[src/rtl/fib_seq_engine_if.sv]
// Request/response bundle for fib_seq_engine: operands and start in,
// status and result out.
interface fib_seq_engine_if #(
  parameter int unsigned N_W   = 4,
  parameter int unsigned OUT_W = 16
);
  logic             start;
  logic [N_W-1:0]   n;
  logic [OUT_W-1:0] seed_a;
  logic [OUT_W-1:0] seed_b;
  logic             busy;
  logic             done;
  logic [OUT_W-1:0] result;
  logic             overflow;

  modport master (
    output start, n, seed_a, seed_b,
    input  busy, done, result, overflow
  );

  modport slave (
    input  start, n, seed_a, seed_b,
    output busy, done, result, overflow
  );
endinterface

[src/rtl/fib_seq_engine.sv]
// Iterative seeded Fibonacci-term engine: one addition per clock, modulo
// 2^OUT_W, with a sticky carry-out flag reported alongside the result.
module fib_seq_engine #(
  parameter int unsigned N_W   = 4,
  parameter int unsigned OUT_W = 16
) (
  input  logic              clk,
  input  logic              rst_n,
  fib_seq_engine_if.slave   bus_if
);

  typedef enum logic {IDLE, CALC} state_t;

  localparam logic [N_W-1:0] ONE = N_W'(1);
  localparam logic [N_W-1:0] TWO = N_W'(2);

  state_t           state_q, state_d;
  logic [N_W-1:0]   n_q, n_d;
  logic [N_W-1:0]   cnt_q, cnt_d;
  logic [OUT_W-1:0] a_q, a_d;
  logic [OUT_W-1:0] b_q, b_d;
  logic [OUT_W-1:0] result_q, result_d;
  logic             ovf_acc_q, ovf_acc_d;
  logic             overflow_q, overflow_d;
  logic             done_q, done_d;
  logic [OUT_W:0]   sum;

  assign sum = {1'b0, a_q} + {1'b0, b_q};

  always_ff @(posedge clk or negedge rst_n) begin
    if (!rst_n) begin
      state_q    <= IDLE;
      n_q        <= '0;
      cnt_q      <= '0;
      a_q        <= '0;
      b_q        <= '0;
      result_q   <= '0;
      ovf_acc_q  <= 1'b0;
      overflow_q <= 1'b0;
      done_q     <= 1'b0;
    end else begin
      state_q    <= state_d;
      n_q        <= n_d;
      cnt_q      <= cnt_d;
      a_q        <= a_d;
      b_q        <= b_d;
      result_q   <= result_d;
      ovf_acc_q  <= ovf_acc_d;
      overflow_q <= overflow_d;
      done_q     <= done_d;
    end
  end

  // Carries accumulate privately and are published only at completion, so
  // the visible overflow holds across a new start while still being cleared
  // per computation.
  always_comb begin
    state_d    = state_q;
    n_d        = n_q;
    cnt_d      = cnt_q;
    a_d        = a_q;
    b_d        = b_q;
    result_d   = result_q;
    ovf_acc_d  = ovf_acc_q;
    overflow_d = overflow_q;
    done_d     = 1'b0;
    unique case (state_q)
      IDLE: begin
        if (bus_if.start) begin
          n_d       = bus_if.n;
          a_d       = bus_if.seed_a;
          b_d       = bus_if.seed_b;
          cnt_d     = (bus_if.n > TWO) ? bus_if.n - TWO : '0;
          ovf_acc_d = 1'b0;
          state_d   = CALC;
        end
      end
      CALC: begin
        if (cnt_q != '0) begin
          a_d   = b_q;
          b_d   = sum[OUT_W-1:0];
          cnt_d = cnt_q - ONE;
          if (sum[OUT_W]) ovf_acc_d = 1'b1;
        end else begin
          result_d   = (n_q <= ONE) ? a_q : b_q;
          overflow_d = ovf_acc_q;
          done_d     = 1'b1;
          state_d    = IDLE;
        end
      end
      default: state_d = IDLE;
    endcase
  end

  assign bus_if.busy     = (state_q == CALC);
  assign bus_if.done     = done_q;
  assign bus_if.result   = result_q;
  assign bus_if.overflow = overflow_q;

endmodule

[src/flat_wrapper.sv]
// flat-port wrapper written by rule: the top's interface ports become plain ports
module fib_seq_engine_flat 
#(
  parameter int unsigned N_W   = 4,
  parameter int unsigned OUT_W = 16
)
  (clk, rst_n, bus_if_start, bus_if_n, bus_if_seed_a, bus_if_seed_b, bus_if_busy, bus_if_done, bus_if_result, bus_if_overflow);
  fib_seq_engine_if #(.N_W(N_W), .OUT_W(OUT_W)) bus_if_i ();
  input  logic clk;
  input  logic rst_n;
  input wire logic [$bits(bus_if_i.start)-1:0] bus_if_start;
  input wire logic [$bits(bus_if_i.n)-1:0] bus_if_n;
  input wire logic [$bits(bus_if_i.seed_a)-1:0] bus_if_seed_a;
  input wire logic [$bits(bus_if_i.seed_b)-1:0] bus_if_seed_b;
  output wire logic [$bits(bus_if_i.busy)-1:0] bus_if_busy;
  output wire logic [$bits(bus_if_i.done)-1:0] bus_if_done;
  output wire logic [$bits(bus_if_i.result)-1:0] bus_if_result;
  output wire logic [$bits(bus_if_i.overflow)-1:0] bus_if_overflow;
  assign bus_if_i.start = bus_if_start;
  assign bus_if_i.n = bus_if_n;
  assign bus_if_i.seed_a = bus_if_seed_a;
  assign bus_if_i.seed_b = bus_if_seed_b;
  assign bus_if_busy = bus_if_i.busy;
  assign bus_if_done = bus_if_i.done;
  assign bus_if_result = bus_if_i.result;
  assign bus_if_overflow = bus_if_i.overflow;
  fib_seq_engine #(.N_W(N_W), .OUT_W(OUT_W)) u_core (.clk(clk), .rst_n(rst_n), .bus_if(bus_if_i));
endmodule
[config.mk]
export PLATFORM = sky130hd
export DESIGN_NAME = fib_seq_engine_flat
export DESIGN_NICKNAME = d
export VERILOG_FILES = /design/src/rtl/fib_seq_engine_if.sv /design/src/rtl/fib_seq_engine.sv /design/src/flat_wrapper.sv
export SDC_FILE = /design/constraint.sdc
export NUM_CORES = 1
export LEC_CHECK = 0
export ABC_CLOCK_PERIOD_IN_PS = 2750
export CORE_MARGIN = 3
export CORE_UTILIZATION = 54
export DETAILED_ROUTE_END_ITERATION = 10
export PLACE_DENSITY = 0.89
export SLEW_MARGIN = 20
export SYNTH_ARGS = -nofsm -noshare
export SYNTH_HDL_FRONTEND = slang
export SYNTH_SLANG_ARGS = --single-unit
[constraint.sdc]
create_clock -name clk -period 2.75 [get_ports clk]
set_clock_uncertainty 0.1 [all_clocks]
set_input_delay 0.825 -clock clk [delete_from_list [all_inputs] [get_ports clk]]
set_output_delay 0.825 -clock clk [all_outputs]
set_load 0.02 [all_outputs]
==> Yosys cells after proc, flatten, opt, wreduce, memory -nomap -nowiden <==
Index checks and enable logic that the tools add are counted.
{ "totals": {"rom_bits": 0, "ram_bits": 0, "out_inout_bits": 19, "latchBits": 0, "ff_bits": 60, "mem_count": 0} }
{ "classes": {"mul": 0, "bitwise_logic": 2, "eq_ne": 3, "reduce_logical": 5, "shift": 0, "add_sub_neg": 3, "magnitude_cmp": 2, "mux": 20, "div_mod_pow": 0} }
{ "ops": {"columns": ["operator", "n"], "rows": [
  ["$mux W16", 5],
  ["$pmux W16 S2", 2],
  ["$add A16 B16 Y17", 1],
  ["$mux W4", 3],
  ["$pmux W4 S2", 1],
  ["$mux W1", 7],
  ["$ne A2 B2 Y1 const B", 3],
  ["$reduce_and A2 Y1", 3],
  ["$gt A4 B2 Y1 const B", 1],
  ["$le A4 B1 Y1 const B", 1],
  ["$pmux W1 S2", 2],
  ["$reduce_bool A4 Y1", 1],
  ["$sub A4 B1 Y4 const B", 1],
  ["$sub A4 B2 Y4 const B", 1],
  ["$reduce_and A3 Y1", 1],
  ["$not A1 Y1", 2]
]} }

==> Logic depth before layout (Yosys ltp) <==
{ "depth": {"word_depth": 4, "depth_mapped": 9, "ltp_nobuf": 9} }

==> Worst setup path before layout <==
OpenSTA, ideal clock, no wires.
{ "synth_timing": {"kind": "register to register", "from": "register u_core.b_q[0]", "to": "register u_core.b_q[14]", "stages_incl_launch_ff": 10, "setup_slack_ns": 0.664, "setup_time_ns": 0.124, "t_arrival_ns": 1.862, "period_less_slack_ns": 2.086, "cell_sequence": "dfrtp_1 > ha_1 > inv_1 > fa_1 > nor2b_1 > o21bai_1 > a21oi_1 > o22a_1 > nor3_1 > a211o_1"} }
{ "synth_between": {"elab_chain_cells": 3} }
{ "synth_lines": {"columns": ["item", "line_no", "rtl"], "rows": [
  ["start, declared", "fib_seq_engine.sv:21", "logic [OUT_W-1:0] b_q, b_d;"],
  ["start signal, assigned", "fib_seq_engine.sv:36", "b_q <= '0;"],
  ["start signal, assigned", "fib_seq_engine.sv:46", "b_q <= b_d;"],
  ["$add A16 B16 Y17", "fib_seq_engine.sv:28", "assign sum = {1'b0, a_q} + {1'b0, b_q};"],
  ["$mux W16", "fib_seq_engine.sv:79", "if (cnt_q != '0) begin"],
  ["$pmux W16 S2", "fib_seq_engine.sv:67", "unique case (state_q)"]
]} }
No other way between the ends. The select of a mux whose other input is x is not followed.
A chain may end at the register's enable or synchronous reset.

==> Worst setup path in the final report <==
{ "layout_timing": {"from": "register u_core.a_q[0]", "to": "register u_core.b_q[14]"} }
{ "layout_between": {"elab_chain_cells": 3} }
{ "layout_lines": {"columns": ["item", "line_no", "rtl"], "rows": [
  ["start, declared", "fib_seq_engine.sv:20", "logic [OUT_W-1:0] a_q, a_d;"],
  ["start signal, assigned", "fib_seq_engine.sv:35", "a_q <= '0;"],
  ["start signal, assigned", "fib_seq_engine.sv:45", "a_q <= a_d;"],
  ["$add A16 B16 Y17", "fib_seq_engine.sv:28", null],
  ["$mux W16", "fib_seq_engine.sv:79", null],
  ["$pmux W16 S2", "fib_seq_engine.sv:67", null]
]} }
No other way between the ends. The select of a mux whose other input is x is not followed.

==> results.cfg <==
[clock_tree]
cts-root-buf = clkbuf_8
cts_tree = yes
holdBufCountCts = 0
clock_latency_ps = 350
cts_setup_buffers = 0
cts_resized = 0
cts.sinks = 59
clk_pin_slew_worst_paths_ps = 70
cts-htree-levels = 3
cts_buffers = 9
cts_buffer_depth = 2

[worst_setup_path]
path_max_fanout = 3
crit_chain = ha_1, inv_1, fa_1, nor2b_1, o21bai_1, a21oi_1, o22a_1, nor3_1, a211o_1
critPathBufInv = 1
cp_slowest_cell = dfrtp_1
critPathArrivalTime_ps = 2610
path_class = reg2reg
critical_path.top_delay_family = compound AO/OA/AOI/OAI gates
crit_required_ps = 2880
cp_slowest_stage_delay_ps = 390
end_kind = flip-flop
start_kind = flip-flop

[layout]
final_nets = 490
drive_above_1_share_pct = 7.34
syn2layout_area_growth_pct = 24.8
mostFrequentLayoutCells = dfrtp_1, clkdlybuf4s50_1, a21oi_1
antennaDiodeCount = 0
final_common_cell = dfrtp_1

[yosys]
yosysSeqAreaShare_pct = 42.1
synth-edff-count = 0
synthCells = 375
avgSynthCellArea_sq_um = 9.36
synth_cell_types = 46
yosysWarnings = 0
syn_area_sq_um = 3510
synthArstFlopShare_pct = 100
synth_fp_nets = 434
ys_seq_elements = 59
synth_flop_cell = dfrtp_1

[die]
rows = 28
start_util_pct = 57.6
core_area_sq_um = 6100
fp.dieH_microns = 86.6
die-area_sq_um = 7500
dieWidth_microns = 86.6
ios = 58

[timing]
slew_headroom_pct = 60.3
setup_viol = 0
timing.hold.ws_ps = 376
max_freq_mhz = 403
setup_slack_ps = 271
finalCritPeriodShare_pct = 90.1
finalCriticalPeriod_ps = 2480
tns_ps = 0
hold_violations = 0
worst_slew_pin_slew_ps = 595
rsz0062_at_grt = false
maxSlewViolCount = 0

[detailed_routing]
num_vias = 2961
drc = 0
wl_per_cell_microns = 16.3
via_per_inst = 5.79
dr.first_iter.drc_count = 198
drt_wl_total_microns = 8340
dr.pass1.iters = 4
drtAntennaViolNets = 0

[placement]
gp_congestion = 0.920
portBuffers = 57
dpl_worst_slack_ps = 132
hpwl_microns = 5900

[global_route]
grt_pass1_vias = 2920
grt_pass1_wl_microns = 13900
grt_max_degree = 38
grt.overflow.total = 0
antenna_found_initial = 0
grt_usage_pct = 24.0

[job]
cap_violations = 0

[power_and_ir_drop]
powerDensity_nw_per_um2 = 1520
vdd_drop_max_v = 0.000885
p_leak_nw = 1.98

[run_status]
status = finished, final reports clean

[min_path]
min_path_type = in2async
==> cell type report <==
cell class              count  area [sq um]
well taps                  75          93.8
flip-flops and latches     59          1480
multi-input cells         286          1890
clock inverters             5           100
fillers                   453          1720
clock buffers              11           141
inverters                  11          43.8
repair buffers             64           631
==> flip-flops by register name (all words and copies together) (netlist names) <==
signal	count
u_core.cnt_q	4
u_core.a_q	16
u_core.ovf_acc_q	1
u_core.bus_if.busy	1
u_core.bus_if.overflow	1
u_core.bus_if.result	16
u_core.b_q	16
u_core.n_q	3
u_core.bus_if.done	1
==> through the flow <==
step                utilization (%)  instance area, sq um  total power, mW  cells
floorplan                         -                  3510             4.63    375
global placement               67.9                  4140             5.45    495
finish                         71.9                  4380             6.67    511
global route                   71.9                  4380             7.21    511
CTS                            71.9                  4380             6.66    511
detailed placement             67.9                  4140             5.63    495
==> power breakdown <==
group	switching, mW	internal [mW]
Clock	0.346	0.624
Combinational	2.22	1.74
Sequential	0.380	1.36
==> cells in the mapped netlist (2+ instances only) <==
master | instances | area (sq um)
xnor2_1 | 6 | 52.6
o22ai_1 | 5 | 31.3
inv_1 | 9 | 33.8
nor2_1 | 31 | 116
a211oi_1 | 4 | 30.0
dfrtp_1 | 59 | 1480
nand3_1 | 3 | 15.0
and3_1 | 7 | 43.8
nand4_1 | 2 | 12.5
xor2_1 | 7 | 61.3
or3_1 | 3 | 18.8
o21ai_0 | 40 | 200
mux2_2 | 2 | 22.5
nor2b_1 | 2 | 12.5
a211o_1 | 2 | 17.5
mux2i_1 | 37 | 370
o21a_1 | 4 | 30.0
buf_4 | 3 | 22.5
buf_2 | 10 | 50.1
nor3_1 | 5 | 25.0
a21oi_1 | 45 | 225
ha_1 | 19 | 238
nand2_1 | 36 | 135
o21bai_1 | 4 | 30.0
clkbuf_1 | 3 | 11.3
a21o_1 | 4 | 30.0
buf_1 | 2 | 7.51
o211ai_1 | 2 | 15.0
a221oi_1 | 2 | 17.5
==> cell families after synthesis <==
| logic type | share of synthesized area [%] |
|---|---|
| AOI/OAI and AO/OA | 19.3 |
| xor gates and xnor gates | 3.24 |
| adders and majority gates | 7.34 |
| buffers and inverters | 3.99 |
| DFF | 42.1 |
| muxes | 11.2 |
| and+or+nand+nor | 12.9 |
==> metal layers <==
layer  wire [microns]  track usage [%]  vias up
li1                 -                -     1453
met1             3590             30.0     1414
met2             4220             41.0       82
met3              427             5.99       12
met4              102             7.37        0
met5                0                0        -
==> final timing paths <==
path                                   from                     end  slack (ps)  cells past startpoint
setup reg to reg              u_core.a_q[0]          u_core.b_q[14]         270                      9
setup / recovery              u_core.a_q[0]          u_core.b_q[14]         270                      9
hold / removal                        rst_n           u_core.b_q[0]         380                      1
max in group asynchronous             rst_n           u_core.a_q[8]        1590                      2
hold reg to reg            u_core.ovf_acc_q  u_core.bus_if.overflow         410                      1
min in group clk           u_core.ovf_acc_q  u_core.bus_if.overflow         410                      1
==> worst register-to-register path, delay by kind of cell, from the launching register on <==
family,cells,cell delay (ps)
fa+ha+maj,2,600
buf+inv,1,60
compound gates,4,910
simple gates,2,300
flops,1,390
(Power assumes the default switching activity.)
